<file path="src/rtl/input_pkg.sv">
// Shared definitions for the button input path: direction codes,
// event word layout and cursor grid size.
package input_pkg;

   typedef enum logic [1:0] {
      DIR_R = 2'd0,
      DIR_L = 2'd1,
      DIR_U = 2'd2,
      DIR_D = 2'd3
   } dir_e;

   localparam int GRID_DIM      = 4;
   localparam int GRID_W        = $clog2(GRID_DIM);

   localparam int EVT_DIR_LSB   = 0;
   localparam int EVT_COL_LSB   = 2;
   localparam int EVT_ROW_LSB   = 4;
   localparam int EVT_VALID_BIT = 31;

   // Packs an accepted press into the 32-bit event word seen by software.
   function automatic logic [31:0] make_event(dir_e dir, logic [GRID_W-1:0] col,
                                              logic [GRID_W-1:0] row);
      logic [31:0] w;
      w                        = '0;
      w[EVT_DIR_LSB +: 2]      = dir;
      w[EVT_COL_LSB +: GRID_W] = col;
      w[EVT_ROW_LSB +: GRID_W] = row;
      w[EVT_VALID_BIT]         = 1'b1;
      return w;
   endfunction

endpackage

</file>
<file path="src/rtl/btn_debounce.sv">
// Two-flop synchronizer plus mismatch-count debouncer for one raw button.
// `press` is a one-cycle registered pulse on each debounced 0->1 edge.
module btn_debounce #(
   parameter int DEBOUNCE_CYCLES = 500000
) (
   input  logic clock,
   input  logic reset,
   input  logic raw,
   output logic level,
   output logic press
);

   localparam int CW = $clog2(DEBOUNCE_CYCLES + 1);

   logic          r_sync1;
   logic          r_sync2;
   logic          r_level;
   logic          r_press;
   logic [CW-1:0] r_cnt;

   // Synchronize, count consecutive mismatches, flip the level once the count is full.
   always_ff @(posedge clock) begin
      if (reset) begin
         r_sync1 <= 1'b0;
         r_sync2 <= 1'b0;
         r_level <= 1'b0;
         r_press <= 1'b0;
         r_cnt   <= '0;
      end else begin
         r_sync1 <= raw;
         r_sync2 <= r_sync1;
         r_press <= 1'b0;
         if (r_sync2 == r_level) begin
            r_cnt <= '0;
         end else if (r_cnt == CW'(DEBOUNCE_CYCLES)) begin
            r_level <= r_sync2;
            r_press <= r_sync2;
            r_cnt   <= '0;
         end else begin
            r_cnt <= r_cnt + 1'b1;
         end
      end
   end

   assign level = r_level;
   assign press = r_press;

endmodule

</file>
<file path="src/rtl/button_event_queue.sv">
// Debounces the four board buttons, moves the 4x4 grid cursor on each
// accepted press and queues an event word for the processor to pop.
module button_event_queue
   import input_pkg::*;
#(
   parameter int DEBOUNCE_CYCLES = 500000,
   parameter int FIFO_DEPTH      = 4,
   parameter int X0              = 80,
   parameter int Y0              = 0,
   parameter int BLOCK_W         = 120,
   parameter int BLOCK_H         = 120
) (
   input  logic        clock,
   input  logic        reset,
   input  logic        BTNR,
   input  logic        BTNL,
   input  logic        BTNU,
   input  logic        BTND,
   output logic [9:0]  block_x,
   output logic [8:0]  block_y,
   input  logic        rd_en,
   output logic        rd_valid,
   output logic [31:0] rd_data,
   output logic        overflow,
   input  logic        clr_overflow
);

   localparam int AW = $clog2(FIFO_DEPTH);

   logic [3:0]        w_raw;
   logic [3:0]        w_level;
   logic [3:0]        w_press;
   logic [3:0]        w_evt;

   logic              w_push;
   dir_e              w_dir;
   logic [GRID_W-1:0] w_col;
   logic [GRID_W-1:0] w_row;
   logic [31:0]       w_event;
   logic              w_pop;
   logic              w_full;
   logic              w_write;

   logic [GRID_W-1:0] r_col;
   logic [GRID_W-1:0] r_row;
   logic [31:0]       r_mem [FIFO_DEPTH];
   logic [AW-1:0]     r_wr;
   logic [AW-1:0]     r_rd;
   logic [AW:0]       r_count;
   logic              r_overflow;

   // Bit index matches the direction code: R=0, L=1, U=2, D=3.
   assign w_raw = {BTND, BTNU, BTNL, BTNR};

   for (genvar g = 0; g < 4; g++) begin : g_btn
      btn_debounce #(.DEBOUNCE_CYCLES(DEBOUNCE_CYCLES)) u_deb (
         .clock (clock),
         .reset (reset),
         .raw   (w_raw[g]),
         .level (w_level[g]),
         .press (w_press[g])
      );
   end

   // A press pulse coincides with its debounced level being high.
   assign w_evt = w_press & w_level;

   // Priority select R > L > U > D and the resulting cursor position.
   always_comb begin
      w_push = 1'b1;
      w_dir  = DIR_R;
      w_col  = r_col;
      w_row  = r_row;
      if (w_evt[DIR_R]) begin
         w_col = r_col + 1'b1;
      end else if (w_evt[DIR_L]) begin
         w_dir = DIR_L;
         w_col = r_col - 1'b1;
      end else if (w_evt[DIR_U]) begin
         w_dir = DIR_U;
         w_row = r_row - 1'b1;
      end else if (w_evt[DIR_D]) begin
         w_dir = DIR_D;
         w_row = r_row + 1'b1;
      end else begin
         w_push = 1'b0;
      end
   end

   assign w_event = make_event(w_dir, w_col, w_row);
   assign w_pop   = rd_en && (r_count != '0);
   assign w_full  = (r_count == (AW+1)'(FIFO_DEPTH));
   // A simultaneous pop frees the head slot, so a full queue can still accept.
   assign w_write = w_push && (!w_full || w_pop);

   // Cursor moves on every accepted press, even when its event is dropped.
   always_ff @(posedge clock) begin
      if (reset) begin
         r_col <= '0;
         r_row <= '0;
      end else if (w_push) begin
         r_col <= w_col;
         r_row <= w_row;
      end
   end

   // Event storage; contents are don't-care while the slot is unoccupied.
   always_ff @(posedge clock) begin
      if (w_write) begin
         r_mem[r_wr] <= w_event;
      end
   end

   // Queue pointers, occupancy and the sticky overflow flag.
   always_ff @(posedge clock) begin
      if (reset) begin
         r_wr       <= '0;
         r_rd       <= '0;
         r_count    <= '0;
         r_overflow <= 1'b0;
      end else begin
         if (w_write) begin
            r_wr <= r_wr + 1'b1;
         end
         if (w_pop) begin
            r_rd <= r_rd + 1'b1;
         end
         case ({w_write, w_pop})
            2'b10:   r_count <= r_count + 1'b1;
            2'b01:   r_count <= r_count - 1'b1;
            default: r_count <= r_count;
         endcase
         if (w_push && w_full && !w_pop) begin
            r_overflow <= 1'b1;
         end else if (clr_overflow) begin
            r_overflow <= 1'b0;
         end
      end
   end

   assign rd_valid = (r_count != '0);
   assign rd_data  = rd_valid ? r_mem[r_rd] : '0;
   assign overflow = r_overflow;
   assign block_x  = 10'(X0 + 32'(r_col) * BLOCK_W);
   assign block_y  = 9'(Y0 + 32'(r_row) * BLOCK_H);

endmodule

</file>
<file path="config.mk">
export PLATFORM = sky130hd
export DESIGN_NAME = button_event_queue
export DESIGN_NICKNAME = d
export VERILOG_FILES = /design/src/rtl/input_pkg.sv /design/src/rtl/btn_debounce.sv /design/src/rtl/button_event_queue.sv
export SDC_FILE = /design/constraint.sdc
export NUM_CORES = 1
export LEC_CHECK = 0
export BUFFER_PORTS_ARGS = -buffer_cell sky130_fd_sc_hd__buf_2
export CORE_AREA = 5 5 151 81
export DETAILED_ROUTE_END_ITERATION = 6
export DIE_AREA = 0 0 156 86
export GPL_ROUTABILITY_DRIVEN = 1
export PLACE_DENSITY = 0.87
export SLEW_MARGIN = 20
export SYNTH_ARGS = -nofsm -noshare
export SYNTH_HDL_FRONTEND = slang
export SYNTH_HIERARCHICAL = 1
export SYNTH_SLANG_ARGS = --single-unit
</file>
<file path="constraint.sdc">
create_clock -name clock -period 4.9 [get_ports clock]
set_input_delay 0.245 -clock clock [delete_from_list [all_inputs] [get_ports clock]]
set_output_delay 0.245 -clock clock [all_outputs]
set_load 0.02 [all_outputs]
</file>
==> results.txt, run 1 <==
Status -> completed
Clock skew -> 8.32 ps
Net count, final -> 695
Via count -> 4541
Leak -> 2.43 nW
Mux share of post-synthesis cell area -> 3.24%
Critical Path Sink Type -> output pin
Antenna diodes -> 0
Most frequent cells in the layout -> dfxtp_1 (106), nor2_1 (87), xnor2_1 (51)
Avg Cell Area, Syn -> 9.94 µm²
Via density -> 5.51
Commonest non-fill, non-tap cell in the layout -> dfxtp_1
Switching Power -> 0.650 mW
WP data arrival -> 2140 ps
Num rows -> 27
Crit path from -> r_col[1]
Post-CTS Setup Bufs -> 0
Syn-to-layout area delta -> 12.0%
Clock Path Buffers -> 2
Max cap viols -> 0
Drt drc -> 0
Initial Util -> 58.5%
Critical path cell sequence -> inv_1, ha_1, inv_1, o21ai_0, and3_1, buf_2
Die Span X -> 156 µm
Die Area -> 0.0134 mm²
Htree depth -> 4
Hold path startpoint -> BTNL
Worst R2R Setup Slack -> 2770 ps
Worst flop-to-flop path startpoint -> g_btn[1].u_deb/level
Min cycle time layout -> 2380 ps
CP max-delay cell -> dfxtp_1
Share of the yosys chip area belonging to registers -> 45.4%
Largest family of logic cells by synthesized area -> simple AND/OR/NAND/NOR gates
Worst Hold Path EP -> g_btn[1].u_deb/r_sync1
DP HPWL -> 9150 µm
Routed Wire Length -> 13400 µm
Max Slew Vio Count -> 0
Worst setup SP type -> register
Max stage delay on crit path -> 490 ps
Post-Synth Adder-Cell Area -> 4.32%
Clock latency on the worst-skew pair -> 410 ps
Share of post-route cells with drive strength above 1 -> 14.3%
Clock sink count -> 130
Ys flop type -> dfxtp_1
EDFF count, synth -> 24
Unrepaired setup endpoints after global routing -> false
Largest net degree at the start of global routing -> 37
Power density over the cells -> 383 mW/mm²
Yosys reg bits -> 130
Worst-margin pin slew -> 711 ps
Setup violators final -> 0
Worst EP required -> 4660 ps
Port Buffers -> 29
Global-route wire length before repair -> 22200 µm
Cell variety after synth -> 52
Die H -> 86 µm
Grt total ovfl -> 0
P_int -> 2.04 mW
Part of the cycle the worst path needs -> 48.7%
Hold Path Stages -> 2
Worst setup margin -> 2520 ps
FFs w/ async S/R, synth -> 0%
Clock root buffer -> clkbuf_16
Total Power -> 2.69 mW
Seq pwr share -> 42.7%
Cts bufs inserted -> 17
Switching Fraction -> 24.2%
Most used cell, CP -> inv_1
DP Worst Slack -> 2780 ps
Max Freq -> 419 MHz
Final Hold Fails -> 0
IO Pins -> 61
Pre-antenna DRT Iters -> 5
Core Box Area -> 0.0107 mm²
Number of routed nets with antenna violations -> 0
Area share of xor/xnor cells in the synthesized design -> 9.37%
Final Util -> 65.5%
Clock slew at reported path FFs -> 60 ps
Crit Path Category -> reg -> out
Crit-path max FO -> 7
Comb pwr share -> 7.2%
RD Place Congestion -> 0.816
Total global routing track utilization -> 20.8%
Average wire per standard cell -> 16.3 µm
Warnings from Yosys -> 6
Clock power share -> 50.1%
Antenna violations before repair -> 0
Reg2reg path depth -> 6
HP Class -> in -> reg
Worst vdd ir -> 0.204 mV
Number of global-route vias before repair -> 4478
CTS tree -> built
Post-synthesis compound-gate area fraction -> 5.88%
Hold buffers post-CTS -> 0
Simple-gate share of the synthesized area -> 24.4%
Slew headroom -> 52.6%
Mapped Cells -> 630
Reg-to-reg endpoint -> r_count[2]
Number of gates resized after CTS -> 0
Setup TNS -> 0 ps
Synthesized area -> 0.00626 mm²
1st-iter DRT viols -> 297
[cell families after synthesis]
| kind of cell | after synthesis |
|---|---|
| AND/OR/NAND/NOR | 269 |
| AO/OA/AOI/OAI | 51 |
| buffers and inverters | 79 |
| adder cells (fa/ha/maj) | 21 |
| other | 1 |
| XOR/XNOR | 67 |
| flip-flops | 130 |
| multiplexers | 12 |
[worst max-delay path: cells and delay by family (launching register included)]
| kind | cells | cell delay, ps |
|---|---|---|
| buffers and inverters | 3 | 420 |
| AND/OR/NAND/NOR | 1 | 170 |
| adder cells (fa/ha/maj) | 1 | 430 |
| flip-flops | 1 | 490 |
| AO/OA/AOI/OAI | 1 | 210 |
[synthesized netlist by cell type, drive strengths merged, types with 2 or more instances]
master,count,area share (%)
mux2,3,0.60
o21ai,19,2.2
edfxtp,24,12
nand2,26,1.6
nor4b,9,1.5
nor2,88,5.3
xor2,16,2.2
and2,18,1.8
a21oi,20,1.8
or4b,4,0.64
or4,4,0.72
nor4,17,1.8
nor3,21,1.8
or3,13,1.6
mux4,6,2.2
nor2b,13,1.3
mux2i,3,0.48
and4,4,0.56
buf,41,5.1
nand3b,4,0.48
a22oi,2,0.24
inv,37,2.2
nand2b,3,0.30
dfxtp,106,34
xnor2,51,7.1
a31o,4,0.56
nand3,23,1.8
nand4,20,3.0
ha,20,4.0
a22o,2,0.28
[registers in the layout (all words and copies together), names as in the netlist, named ones only]
register / count
g_btn.u_deb/level: 4
g_btn.u_deb/press: 4
g_btn.u_deb/r_cnt: 76
g_btn.u_deb/r_sync1: 4
g_btn.u_deb/r_sync2: 4
overflow: 1
r_col: 2
r_count: 3
r_mem: 24
r_rd: 2
r_row: 2
r_wr: 2
[metrics by stage]
stage / area, µm² / cells / hold slack, ps
after floorplan: 6370 / 660 / 314
after global placement: 6380 / 792 / 420
after detailed placement: 6380 / 792 / 431
after CTS: 7010 / 824 / 33.1
after global routing: 7010 / 824 / 56.1
final: 7010 / 824 / 42.4
[power by group through the flow]
stage	clock network [mW]	registers, mW	logic [mW]
6_report	1.35	1.15	0.194
5_1_grt	1.43	1.15	0.207
4_1_cts	1.36	1.15	0.192
3_5_place_dp	0	1.17	0.189
3_3_place_gp	0	1.17	0.185
2_1_floorplan	0	1.15	0.193
[worst max path at each step]
stage                       to  slack [ps]  cells past startpoint
finish              block_x[9]        2520                      6
global route        block_x[9]        2430                      6
CTS                 block_x[9]        2530                      6
detailed placement  r_count[2]        2780                      6
global placement    r_count[2]        2830                      6
floorplan           r_count[2]        2920                      6
[cell type report]
| class | count | area (µm²) |
|---|---|---|
| fillers | 758 | 3700 |
| clock buffers | 17 | 425 |
| multi-input cells | 451 | 3070 |
| clock inverters | 15 | 208 |
| well taps | 145 | 181 |
| repair buffers | 29 | 145 |
| inverters | 37 | 139 |
| flip-flops and latches | 130 | 2840 |
[metal layers]
layer	GRT usage [%]	share of wire, %	wire, µm
met2	34.1	49	6500
met3	5.44	5.0	673
met1	26.4	44	5930
met5	0	0	0
met4	8.50	2.1	283
No activity file was read; power rests on OpenSTA's default activity.
==> run 2: changes to the inputs <==
CORE_AREA = 5 5 160 85   (was 5 5 151 81)
DIE_AREA = 0 0 165 90   (was 0 0 156 86)
PLACE_DENSITY = 0.83   (was 0.87)
clock period = 2.05 ns   (was 4.9 ns; I/O delays follow)
==> run 2 against run 1 <==
Compared with the run above:
- clock-buffer cell count stayed put
- critical path depth unchanged
- first-iteration DRC count increased by 11%
- global-route usage fell by 3.2 points
- wire length decreased by 5.8%
- clock power increased by 96%
- die area increased by 11%
- total power is 120% higher
- setup slack lost 2400 ps
- register-to-register slack lost 2600 ps
- combinational power rose to 2.6 times the previous value
- sequential share of layout area decreased by 1.2 points
- critical path type unchanged
- largest cell class unchanged
==> results.txt, run 2 (synthesis gave the netlist of run 1 again) <==
Antenna diodes -> 0
Critical Path Sink Type -> output pin
Routed Wire Length -> 12600 µm
Core Box Area -> 0.0122 mm²
Buffers & Inverters on Critical Path -> 3
Port Buffers -> 29
Regs by FF count -> g_btn.u_deb/r_cnt (76), r_mem (24)
DP HPWL -> 9100 µm
Share of post-route cells with drive strength above 1 -> 17.3%
Global-route wire length before repair -> 21200 µm
Leak -> 2.54 nW
Drt drc -> 0
Crit path max-delay family -> flip-flops
Clock skew -> 8.77 ps
IO Pins -> 61
Dpl cells -> 843
Unrepaired setup endpoints after global routing -> false
Min cycle time layout -> 1940 ps
Worst setup SP type -> register
Net count, final -> 726
Setup violators final -> 0
Max cap viols -> 0
Most frequent cells in the layout -> dfxtp_1 (103), nor2_1 (87), xnor2_1 (51)
Commonest non-fill, non-tap cell in the layout -> dfxtp_1
Via count -> 4563
Worst vdd ir -> 0.481 mV
Power density over the cells -> 813 mW/mm²
Crit Path Category -> reg -> out
Die Span X -> 165 µm
Via density -> 5.19
Cts bufs inserted -> 17
Grt total ovfl -> 0
Final Hold Fails -> 0
Die Area -> 0.0149 mm²
Status -> completed
Fill count -> 985
Critical path cell sequence -> inv_1, ha_4, inv_1, o21ai_0, and3_1, buf_2
Total global routing track utilization -> 17.6%
CTS tree -> built
Clock slew at reported path FFs -> 60 ps
Antenna violations before repair -> 0
Largest net degree at the start of global routing -> 27
CP max-delay cell -> dfxtp_2
Initial Util -> 51.3%
1st-iter DRT viols -> 329
Max Slew Vio Count -> 0
Hold Path Stages -> 2
Clock Path Buffers -> 2
Finished Layout Cells -> 880
Largest reg by FF count -> g_btn.u_deb/r_cnt
Syn-to-layout area delta -> 15.5%
CP Depth -> 6
Max stage delay on crit path -> 400 ps
Post-CTS Setup Bufs -> 0
Crit-path max FO -> 7
Part of the cycle the worst path needs -> 94.8%
Average wire per standard cell -> 14.3 µm
Worst-margin pin slew -> 716 ps
Most used cell, CP -> inv_1
Max reg flops -> 76
Die H -> 90 µm
WP data arrival -> 1840 ps
Number of routed nets with antenna violations -> 0
Htree depth -> 4
Slew headroom -> 51.8%
Clock sink count -> 130
Clock root buffer -> clkbuf_16
Clock latency on the worst-skew pair -> 420 ps
Num rows -> 29
Number of global-route vias before repair -> 4420
Pre-antenna DRT Iters -> 5
RD Place Congestion -> 0.793
Reg2reg path depth -> 5
Setup TNS -> 0 ps
HP Class -> in -> reg
Max Freq -> 514 MHz
Worst EP required -> 1950 ps
-- run 2: through the flow --
| stage | util, % | hold slack (ps) | power, mW | setup WS [ps] | area, µm² |
|---|---|---|---|---|---|
| after floorplan | - | 172 | 3.21 | 67.2 | 6370 |
| after global placement | 54.5 | 335 | 3.27 | 189 | 6640 |
| after detailed placement | 54.5 | 342 | 3.28 | 157 | 6640 |
| after CTS | 59.2 | 108 | 5.90 | 22.2 | 7210 |
| after global routing | 59.3 | 130 | 6.08 | 39.5 | 7230 |
| final | 59.3 | 127 | 5.88 | 106 | 7230 |
-- run 2: worst paths after layout --
check | startpoint | endpoint | slack [ps]
setup / recovery | r_col[1] | block_x[9] | 110
hold / removal | reset | r_wr[1] | 130
setup reg to reg | g_btn[3].u_deb/r_cnt[7] | g_btn[3].u_deb/r_cnt[9] | 160
hold reg to reg | g_btn[3].u_deb/r_sync1 | g_btn[3].u_deb/r_sync2 | 450
-- run 2: power by group --
part	internal [mW]	switching [mW]	leakage (nW)	total, mW
Sequential	2.65	0.0768	1.14	2.72
Clock	1.52	1.12	0.245	2.64
Combinational	0.217	0.296	1.16	0.513
Total	4.39	1.49	2.54	5.88
-- run 2: area by class of cell --
| type | count | area, µm² | area share (%) |
|---|---|---|---|
| Multi-Input combinational cell | 451 | 3080 | 42.6 |
| Inverter | 37 | 139 | 1.92 |
| Tap cell | 170 | 213 | 2.94 |
| Clock inverter | 15 | 95.1 | 1.32 |
| Sequential cell | 130 | 2850 | 39.4 |
| Timing Repair Buffer | 60 | 428 | 5.92 |
| Clock buffer | 17 | 425 | 5.89 |
-- run 2: worst register-to-register path, stage by stage (launching register included) --
cell	delay (ps)
dfxtp_1	370
or4b_1	610
or3_4	380
o21ai_4	150
buf_4	200
nor2_1	70
-- run 2: layer usage --
metal	GRT usage, %	up-vias	wire length [µm]
met3	4.20	14	868
met4	6.44	0	138
met2	27.5	134	5860
met1	23.8	2158	5760
met5	0	-	0
li1	-	2257	-
-- run 2: repair_timing --
action	4_1_cts	5_1_grt
endpoints found under the setup margin	1	8
endpoints found under the hold margin	5	0
gates cloned	0	0
resized for setup	2	2
hold buffers	5	0
pin swaps	0	1
==> run 3: changes to the inputs <==
CORE_AREA = 5 5 152 81   (was 5 5 160 85)
DIE_AREA = 0 0 157 86   (was 0 0 165 90)
PLACE_DENSITY = 0.87   (was 0.83)
clock period = 1.87 ns   (was 2.05 ns; I/O delays follow)
==> run 3 against run 2 <==
Compared with the run above:
- critical endpoint is now r_count[2]
- clock-buffer cell count is the same
- clock power grew 33%
- the flow now finishes with violations (setup timing)
- largest cell class unchanged
- combinational power grew 36%
- sequential cell count is the same
==> results.txt, run 3 (synthesis gave the netlist of run 1 again) <==
Status -> finished, violations left
Violated checks -> setup timing
Global-route wire length before repair -> 23700 µm
Total Power -> 7.21 mW
Share of post-route cells with drive strength above 1 -> 21.4%
Clock Path Buffers -> 2
Routed Wire Length -> 14900 µm
Number of routed nets with antenna violations -> 0
Max Slew Vio Count -> 0
Setup violators final -> 1
Worst-margin pin slew -> 635 ps
Die Span X -> 157 µm
Regs by FF count -> g_btn.u_deb/r_cnt (76), r_mem (24)
Drt drc -> 0
Net count, final -> 741
Die Area -> 0.0135 mm²
Grt total ovfl -> 0
DP HPWL -> 9670 µm
Unrepaired setup endpoints after global routing -> true
Via density -> 5.62
Hold Path Stages -> 2
Commonest non-fill, non-tap cell in the layout -> dfxtp_1
Average wire per standard cell -> 17.1 µm
Part of the cycle the worst path needs -> 100%
Clock latency on the worst-skew pair -> 420 ps
Crit Path Category -> reg -> reg
Max Freq -> 534 MHz
Worst vdd ir -> 0.539 mV
Htree depth -> 4
WP data arrival -> 2170 ps
1st-iter DRT viols -> 437
IO Pins -> 61
Max cap viols -> 0
CTS tree -> built
Critical Path Sink Type -> register
Largest net degree at the start of global routing -> 25
Leak -> 2.69 nW
Reg2reg path depth -> 6
RD Place Congestion -> 0.876
Cts bufs inserted -> 17
Final Hold Fails -> 0
Comb pwr share -> 9.7%
Die H -> 86 µm
Hold path startpoint -> reset
Antenna diodes -> 0
Largest reg by FF count -> g_btn.u_deb/r_cnt
Reg-to-reg endpoint -> r_count[2]
Via count -> 4889
P_int -> 5.35 mW
Worst R2R Setup Slack -> -3 ps
Clock sink count -> 130
Number of global-route vias before repair -> 4784
Max reg flops -> 76
Fin Hold WS -> 139 ps
Switching Power -> 1.86 mW
Worst setup SP type -> register
Worst flop-to-flop path startpoint -> g_btn[1].u_deb/press
Port Buffers -> 29
Antenna violations before repair -> 0
Clock skew -> 8.48 ps
Num rows -> 27
Worst EP required -> 2170 ps
Syn-to-layout area delta -> 19.8%
Clock power share -> 48.9%
Slew headroom -> 57.1%
Total global routing track utilization -> 22.4%
Power density over the cells -> 961 mW/mm²
Clock slew at reported path FFs -> 60 ps
Min cycle time layout -> 1870 ps
Pre-antenna DRT Iters -> 5
Crit-path max FO -> 2
Worst Hold Path EP -> r_col[1]
Core Box Area -> 0.0108 mm²
Clock root buffer -> clkbuf_16
Initial Util -> 58.1%
HP Class -> in -> reg
Worst setup margin -> -3.10 ps
Switching Fraction -> 25.8%
Seq pwr share -> 41.4%
Most frequent cells in the layout -> dfxtp_1 (102), nor2_1 (87), xnor2_1 (51)
run 3: layout make-up:
class                   count  area [µm²]
flip-flops and latches    130        2850
well taps                 145         181
inverters                  37         139
clock buffers              17         425
clock inverters            15         195
fillers                   734        3280
multi-input cells         451        3150
repair buffers             75         556
run 3: power by group through the flow:
stage / sequential [mW] / clock (mW) / combinational [mW]
after floorplan: 3.02 / 0 / 0.511
after global placement: 3.03 / 0 / 0.571
after detailed placement: 3.04 / 0 / 0.597
after CTS: 2.98 / 3.54 / 0.683
after global routing: 2.99 / 3.69 / 0.739
final: 2.98 / 3.52 / 0.700
run 3: worst max-delay path by stage:
stage,cells after the start,to,startpoint
6_report,6,r_count[2],g_btn[1].u_deb/press
3_3_place_gp,6,r_count[2],r_count[2]
5_1_grt,6,r_count[2],r_count[0]
3_5_place_dp,6,r_count[2],r_count[2]
4_1_cts,6,r_count[2],g_btn[2].u_deb/press
2_1_floorplan,6,r_count[2],r_count[2]
run 3: through the flow:
stage / cells / setup slack [ps] / cell area, µm² / util, % / setup TNS, ps
final: 870 / -3.10 / 7500 / 69.6 / -3.10
after global placement: 830 / 86.5 / 6720 / 62.3 / 0
after detailed placement: 830 / -2.27 / 6720 / 62.3 / -2.27
after global routing: 870 / -70.1 / 7500 / 69.6 / -70.9
after floorplan: 660 / -11.6 / 6380 / - / -11.6
after CTS: 869 / 3.06 / 7450 / 69.1 / 0
run 3: critical path, stage by stage, from the launching register on:
cell and delay (ps):
dfxtp_1 350, a22o_4 300, nor3_4 250, fa_2 300, nor4_4 50, a31oi_1 170
mux2_1 340
run 3: metal layers:
layer,share of wire (%),vias to the layer above,GRT usage [%]
met2,49,199,36.9
met5,0,-,0
met4,2.4,0,10.3
li1,-,2277,-
met1,42,2378,27.4
met3,6.5,35,6.20
run 3: repair_timing:
action                                  4_1_cts  5_1_grt
endpoints found under the setup margin        9       39
hold buffers                                  5        0
gates resized for setup                      11       12
hold endpoints to repair                      5        0
gates cloned                                  0        0
setup buffers                                 2        1
pin swaps                                     4        2
